### src/rtl/seq_mult_pkg.sv
// Shared types and helpers for the seq_mult iterative multiplier.
package seq_mult_pkg;

  typedef enum logic [1:0] {
    IDLE = 2'd0,
    BUSY = 2'd1,
    DONE = 2'd2
  } seq_mult_state_e;

  function automatic int cnt_width(input int w);
    return $clog2(w + 1);
  endfunction

endpackage

### src/rtl/seq_mult_sign.sv
// Combinational conditional two's-complement negate; yields the magnitude
// of a signed operand or re-applies the sign to an unsigned product.
module seq_mult_sign #(
  parameter int W = 32
) (
  input  logic [W-1:0] val_i,
  input  logic         neg_i,
  output logic [W-1:0] res_o
);

  // Negate when requested; the most negative value maps onto its unsigned magnitude.
  always_comb begin
    res_o = val_i;
    if (neg_i) begin
      res_o = ~val_i + {{(W-1){1'b0}}, 1'b1};
    end else begin
      res_o = val_i;
    end
  end

endmodule

### src/rtl/seq_mult.sv
// Iterative shift-and-add multiplier with ready/valid handshakes.
// Define SEQ_MULT_SIGNED_EN to enable the sign-magnitude signed mode.
module seq_mult
  import seq_mult_pkg::*;
#(
  parameter int WIDTH = 32
) (
  input  logic                 CLK,
  input  logic                 rst_n,
  input  logic [WIDTH-1:0]     A,
  input  logic [WIDTH-1:0]     B,
  input  logic                 is_signed,
  input  logic                 in_valid,
  output logic                 in_ready,
  output logic [2*WIDTH-1:0]   C,
  output logic                 out_valid,
  input  logic                 out_ready
);

  localparam int CW = cnt_width(WIDTH);
  localparam int PW = 2 * WIDTH;
  localparam logic [CW-1:0] CNT_LOAD = CW'(WIDTH);
  localparam logic [CW-1:0] CNT_ONE  = CW'(1);

  seq_mult_state_e state_q, state_d;
  logic [CW-1:0]    cnt_q, cnt_d;
  logic [PW-1:0]    mcand_q, mcand_d;
  logic [WIDTH-1:0] mplier_q, mplier_d;
  logic [PW-1:0]    acc_q, acc_d;
  logic [PW-1:0]    c_q, c_d;

  logic             accept_s;
  logic             out_hs_s;
  logic [WIDTH-1:0] mag_a_s;
  logic [WIDTH-1:0] mag_b_s;
  logic [PW-1:0]    sum_s;
  logic [PW-1:0]    result_s;

  assign accept_s = in_valid & (state_q == IDLE);
  assign out_hs_s = out_ready & (state_q == DONE);
  assign sum_s    = acc_q + (mplier_q[0] ? mcand_q : {PW{1'b0}});

`ifdef SEQ_MULT_SIGNED_EN
  logic sign_a_s;
  logic sign_b_s;
  logic neg_q;

  assign sign_a_s = is_signed & A[WIDTH-1];
  assign sign_b_s = is_signed & B[WIDTH-1];

  seq_mult_sign #(.W(WIDTH)) u_sign_a (.val_i(A),     .neg_i(sign_a_s), .res_o(mag_a_s));
  seq_mult_sign #(.W(WIDTH)) u_sign_b (.val_i(B),     .neg_i(sign_b_s), .res_o(mag_b_s));
  seq_mult_sign #(.W(PW))    u_sign_c (.val_i(sum_s), .neg_i(neg_q),    .res_o(result_s));

  // Result sign captured with the operands; magnitudes are multiplied unsigned.
  always_ff @(posedge CLK or negedge rst_n) begin
    if (!rst_n) begin
      neg_q <= 1'b0;
    end else if (accept_s) begin
      neg_q <= sign_a_s ^ sign_b_s;
    end else begin
      neg_q <= neg_q;
    end
  end
`else
  logic unused_is_signed_s;

  assign unused_is_signed_s = is_signed;
  assign mag_a_s            = A;
  assign mag_b_s            = B;
  assign result_s           = sum_s;
`endif

  // State register.
  always_ff @(posedge CLK or negedge rst_n) begin
    if (!rst_n) begin
      state_q <= IDLE;
    end else begin
      state_q <= state_d;
    end
  end

  // Next-state logic: BUSY lasts exactly WIDTH cycles, no early exit on zero operands.
  always_comb begin
    state_d = state_q;
    case (state_q)
      IDLE: begin
        if (accept_s) state_d = BUSY;
        else          state_d = IDLE;
      end
      BUSY: begin
        if (cnt_q == CNT_ONE) state_d = DONE;
        else                  state_d = BUSY;
      end
      DONE: begin
        if (out_hs_s) state_d = IDLE;
        else          state_d = DONE;
      end
      default: state_d = IDLE;
    endcase
  end

  // Handshake outputs decoded straight from the state register.
  always_comb begin
    in_ready  = 1'b0;
    out_valid = 1'b0;
    case (state_q)
      IDLE:    in_ready  = 1'b1;
      DONE:    out_valid = 1'b1;
      default: begin
        in_ready  = 1'b0;
        out_valid = 1'b0;
      end
    endcase
  end

  // Datapath: load on acceptance, one shift-and-add step per BUSY cycle.
  always_comb begin
    cnt_d    = cnt_q;
    mcand_d  = mcand_q;
    mplier_d = mplier_q;
    acc_d    = acc_q;
    c_d      = c_q;
    case (state_q)
      IDLE: begin
        if (accept_s) begin
          mcand_d  = {{WIDTH{1'b0}}, mag_a_s};
          mplier_d = mag_b_s;
          acc_d    = {PW{1'b0}};
          cnt_d    = CNT_LOAD;
        end else begin
          cnt_d = cnt_q;
        end
      end
      BUSY: begin
        acc_d    = sum_s;
        mcand_d  = {mcand_q[PW-2:0], 1'b0};
        mplier_d = {1'b0, mplier_q[WIDTH-1:1]};
        cnt_d    = cnt_q - CNT_ONE;
        // The final step's sum goes straight into C so out_valid and C rise together.
        if (cnt_q == CNT_ONE) c_d = result_s;
        else                  c_d = c_q;
      end
      default: c_d = c_q;
    endcase
  end

  // Datapath registers.
  always_ff @(posedge CLK or negedge rst_n) begin
    if (!rst_n) begin
      cnt_q    <= {CW{1'b0}};
      mcand_q  <= {PW{1'b0}};
      mplier_q <= {WIDTH{1'b0}};
      acc_q    <= {PW{1'b0}};
      c_q      <= {PW{1'b0}};
    end else begin
      cnt_q    <= cnt_d;
      mcand_q  <= mcand_d;
      mplier_q <= mplier_d;
      acc_q    <= acc_d;
      c_q      <= c_d;
    end
  end

  assign C = c_q;

endmodule

### config.mk
export PLATFORM = sky130hd
export DESIGN_NAME = seq_mult
export DESIGN_NICKNAME = d
export VERILOG_FILES = /design/src/rtl/seq_mult_pkg.sv /design/src/rtl/seq_mult_sign.sv /design/src/rtl/seq_mult.sv
export SDC_FILE = /design/constraint.sdc
export NUM_CORES = 1
export LEC_CHECK = 0
export BUFFER_PORTS_ARGS = -buffer_cell sky130_fd_sc_hd__buf_2
export CAP_MARGIN = 5
export CORE_ASPECT_RATIO = 0.9
export CORE_UTILIZATION = 35
export CTS_CLUSTER_SIZE = 25
export DETAILED_ROUTE_END_ITERATION = 12
export PLACE_DENSITY = 0.61
export SLEW_MARGIN = 15
export SYNTH_ARGS = -nofsm -noshare
export SYNTH_HDL_FRONTEND = slang
export SYNTH_HIERARCHICAL = 1
export SYNTH_SLANG_ARGS = --single-unit
### constraint.sdc
create_clock -name CLK -period 4 [get_ports CLK]
set_input_delay 0.2 -clock CLK [delete_from_list [all_inputs] [get_ports CLK]]
set_output_delay 0.2 -clock CLK [all_outputs]
set_load 0.03 [all_outputs]
---- Word level (Yosys, flattened, before mapping) ----
Index checks and enable logic that the tools add are counted.
word-level totals
  register bits after elaboration ......... 232
  bits of input ports ..................... 69
  output and inout bits ................... 66
  logic and storage cells ................. 33
cells by class
  add/subtract/negate cells ............... 2
  eq/ne operators ......................... 4
  mux-type cells .......................... 15
  bitwise logic cells ..................... 2
  reduce and logical (&&, ||, !) cells .... 4
operators by type and width
  kind                                                 count
  one-hot mux 64 bit (2 select lines)                  2
  2-to-1 mux 64 bit                                    3
  adder 64 bit                                         1
  one-hot mux 32 bit (2 select lines)                  1
  2-to-1 mux 32 bit                                    1
  one-hot mux 6 bit (2 select lines)                   1
  equality test 6 x 1 -> 1 bit, second input constant  1
  2-to-1 mux 6 bit                                     1
  one-hot mux 2 bit (3 select lines)                   1
  subtractor 6 x 1 -> 6 bit, second input constant     1
  2-to-1 mux 2 bit                                     2
  AND reduction 2 bit                                  2
  2-to-1 mux 1 bit                                     3
  AND 1 bit                                            2
  equality test 2 x 1 -> 1 bit, second input constant  1
  equality test 2 bit, second input constant           1
  zero test 2 bit                                      1
  != test 2 bit, second input constant                 1
  nonzero test 2 bit                                   1

---- Depth between registers and ports, before layout ----
  depth after elaboration ................. 4
  depth in mapped cells ................... 14
  depth with buffers taken out ............ 12

---- Worst setup path before layout ----
No wires, ideal clock.
  path type ............................... register to register
  from .................................... register mplier_q[0]
  to ...................................... register c_q[57], in the netlist C[57]
  setup time .............................. 0.125 ns
  data arrival time ....................... 2.956 ns
  data required time ...................... 3.875 ns
  path slack .............................. 0.919 ns
  stages on the path, launching flop included .. 15
  path buffers ............................ 3
  clock period less this slack ............ 3.081 ns
  cell sequence ........................... dfrtp_1 > clkbuf_1 > clkbuf_1 > and2_1 > ha_1 > buf_2 > nand2_1 > nor2_1 > o21ai_1 > a2111oi_0 > and4_1 > a221o_1 > a211oi_2 > xnor2_1 > mux2_2
on the way
  word-level cells in the longest chain between the ends .. 2
ends and longest elaborated chain
  item                      RTL line         text
  start: declaration        seq_mult.sv:28   logic [WIDTH-1:0] mplier_q, mplier_d;
  start signal: assignment  seq_mult.sv:153  mplier_q <= {WIDTH{1'b0}};
  start signal: assignment  seq_mult.sv:159  mplier_q <= mplier_d;
  2-to-1 mux 64 bit         seq_mult.sv:41   assign sum_s = acc_q + (mplier_q[0] ? mcand_q : {PW{1'b0}});
  adder 64 bit              seq_mult.sv:41
  end signal: assignment    seq_mult.sv:155  c_q <= {PW{1'b0}};
  end: declaration          seq_mult.sv:30   logic [PW-1:0] c_q, c_d;
No other way between the ends.
A chain may end at the register's enable or synchronous reset.

---- Worst setup path in the final report ----
  from .................................... register mplier_q[0]
  to ...................................... register c_q[32], in the netlist C[32]
Same word-level chain as after synthesis.

==> reports/results.txt <==
Crit Path Max Fanout: 30
Final Cycle Share: 91.39%
Adder-cell area share of the yosys netlist: 6.191%
H-Tree Depth: 1
Synth unique cells: 64
Final Hold Viols: 0
Critical path arrival: 4070 ps
Routed WL: 38610 um
CTS Buf Count: 28
ANT nets after route: 0
Yosys Warn Count: 6
Post CTS Setup Buffer Count: 0
Post-Synth XOR/XNOR Area: 3.941%
Post-synthesis simple-gate area fraction: 20.88%
Vias after detailed routing: 11980
Area grow syn2layout: 20.12%
DP HPWL: 27010 um
MaxCap Viol Count: 0
Power Density: 822.0 nW/um2
RSZ-0062 raised after global routing: false
Mux contribution to synthesized area: 0.5670%
Core area: 37560 um2
Latest clock arrival within the worst-skew pair: 580 ps
Nets@finish: 1856
Hold Path Class: input pin to flip-flop
R2r setup slk: 340 ps
Post-synth EDFFs: 0
FILL cells: 3722
Sequential fraction of the synthesis area: 43.13%
Crit path kind: flip-flop to flip-flop
Drc violations: 0
Largest cells by area after synthesis: dfrtp_1, nand2_1, ha_1, o21ai_0, a22oi_1
RR Startpoint: mplier_q[0]
Post-synth top area share: 43.13%
Final Setup Violations: 0
Mapped Cells: 1577
Vias in the first global route: 11660
Clock slew at reported path FFs: 60 ps
Top-count cell post-synth: nand2_1
CP startpoint: mplier_q[0]
DRT Pass-1 Iters: 5
Top_reg_cell synth: dfrtp_1
CP Capture Type: flip-flop
Overflow after GRT: 0
GRT Overall Usage: 19.51%
Worst-Margin Slew: 1041 ps
DRT iter0 DRCs: 778
Tmin final: 3656 ps
Peak VDD IR: 0.0003671 V
CTS sink count: 232
Synth cell count leaders: nand2_1, dfrtp_1, o21ai_0, clkbuf_1, a21oi_1
Syn nets: 1712
Root Driver: clkbuf_16
First-pass GRT wire length: 62770 um
WP data required: 4420 ps
Capturing point of the worst reg2reg path: C[32]
Die footprint: 39250 um2
Width of the die: 208.7 um
Synth Area in Compound Gates: 21.73%
Clock Skew: 24.52 ps
Worst hold start: in_valid
Syn Area/Cell: 8.535 um2
Setup TNS: 0 ps
Worst reg2reg path depth: 13
Leakage Power: 7.557 nW
Pins Over Slew Limit: 0
I/O pins: 135
Async set or reset register ratio after synthesis: 100.0%
Startpoint types: flip-flop
Leading area contributor after synthesis: dfrtp_1
Clock Tree Buf Depth: 3
Cell Count, Final, Fillers Out: 2225
Cell Rows: 67
Synthesized flop and latch total: 232
Cell Area, Synth: 13460 um2
Port-buffer cells: 133
Via density: 5.385
FMAX: 273.6 MHz
CTS tree: built
Gpl congestion: 0.9229
Power Total: 13.29 mW
Largest net degree at the start of global routing: 116
Placed insts: 2108
Rel. slew slack: 30.62%
Critical path endpoint: C[32]
Initial Utilization: 35.84%
Proportion of layout cells with a drive suffix above 1: 12.52%
Largest family of logic cells by synthesized area: compound AO/OA/AOI/OAI gates
Initial antenna violation count: 1
Status: completed
Height of the chip: 188.0 um
WL per Instance: 17.35 um
[cell usage in the layout (no fill, tap or decap), drive strengths merged, types with 4 or more instances in the layout]
| cell type | count |
|---|---|
| xnor2 | 32 |
| xor2 | 26 |
| inv | 24 |
| or3 | 6 |
| o21ai | 186 |
| buf | 150 |
| ha | 65 |
| a211oi | 9 |
| o21bai | 12 |
| dfrtp | 232 |
| nand2b | 5 |
| o21a | 11 |
| nor2 | 52 |
| o31ai | 15 |
| clkbuf | 40 |
| nand2 | 340 |
| a22oi | 62 |
| or4 | 6 |
| dlygate4sd3 | 66 |
| a31oi | 6 |
| nand4 | 35 |
| a21oi | 85 |
| a22o | 12 |
| and2 | 70 |
| nor4 | 4 |
| mux2 | 5 |
| a21o | 32 |
| clkinv | 4 |
| a21boi | 9 |
| nand3 | 70 |
| nor3 | 21 |
[flip-flops by register name (all words and copies together) (netlist names)]
| register | count |
|---|---|
| C | 64 |
| acc_q | 64 |
| cnt_q | 6 |
| mcand_q | 64 |
| mplier_q | 32 |
| state_q | 2 |
[through the flow]
stage	hold WS [ps]	instance area, um2	setup WS, ps	util, %
after floorplan	-95.59	13460	918.9	-
after global placement	365.9	14550	426.7	38.74
after detailed placement	365.1	14550	318.5	38.74
after CTS	288.0	16160	312.2	43.04
after global routing	308.8	16170	34.01	43.05
final	284.1	16170	344.4	43.05
[worst min path at each step]
stage,end,slack (ps),cells past startpoint
after floorplan,C[0],-100,0
after global placement,mplier_q[18],370,1
after detailed placement,mplier_q[17],370,1
after CTS,mcand_q[50],290,3
after global routing,mcand_q[50],310,3
final,mcand_q[50],280,3
[routing by layer]
| metal | vias up | share of wire (%) | global-route usage, % |
|---|---|---|---|
| met1 | 5797 | 48 | 27.82 |
| met3 | 51 | 4.6 | 3.182 |
| met4 | 0 | 1.7 | 3.903 |
| met5 | - | 0 | 0 |
| li1 | 5850 | - | - |
| met2 | 284 | 46 | 31.14 |
[critical path, stage by stage, from the launching register on]
cell	delay, ps
dfrtp_1	420
buf_4	230
and2_1	170
ha_1	230
fa_1	420
a21o_1	210
nand4_1	110
a21oi_1	130
o21ai_0	430
nand2_1	230
a21boi_0	380
o21ai_0	190
xnor2_1	240
o21ai_0	100
[cell families (layout without fill, tap and decap cells)]
kind of cell | after synthesis | in the layout
XOR/XNOR | 59 | 59
multiplexers | 7 | 7
AND/OR/NAND/NOR | 621 | 621
adder cells (fa/ha/maj) | 66 | 66
flip-flops | 232 | 232
AO/OA/AOI/OAI | 466 | 466
buffers and inverters | 126 | 290
other | 0 | 1
[report_power, final]
| part | internal (mW) | leakage [nW] | switching (mW) | total, mW |
|---|---|---|---|---|
| clock | 1.58 | 0.455 | 1.06 | 2.63 |
| combinational | 2.29 | 4.15 | 4.29 | 6.58 |
| sequential | 3.40 | 2.95 | 0.677 | 4.08 |
| total | 7.26 | 7.56 | 6.03 | 13.3 |
[cell type report]
cell class              instances  area (um2)  area share, %
flip-flops and latches        232        5806          35.91
multi-input cells            1219        7211          44.60
repair buffers                216        1501          9.286
inverters                      24       90.09         0.5572
well taps                     483       604.3          3.738
clock inverters                10       157.7         0.9751
clock buffers                  40       795.8          4.922
diodes                          1       2.502        0.01548
[timing repair]
action / CTS / global route
hold buffers: 66 / 0
endpoints found under the hold margin: 178 / 0
setup endpoints to repair: 0 / 1
resized for setup: 0 / 1
Power figures use the tool's default switching activity.
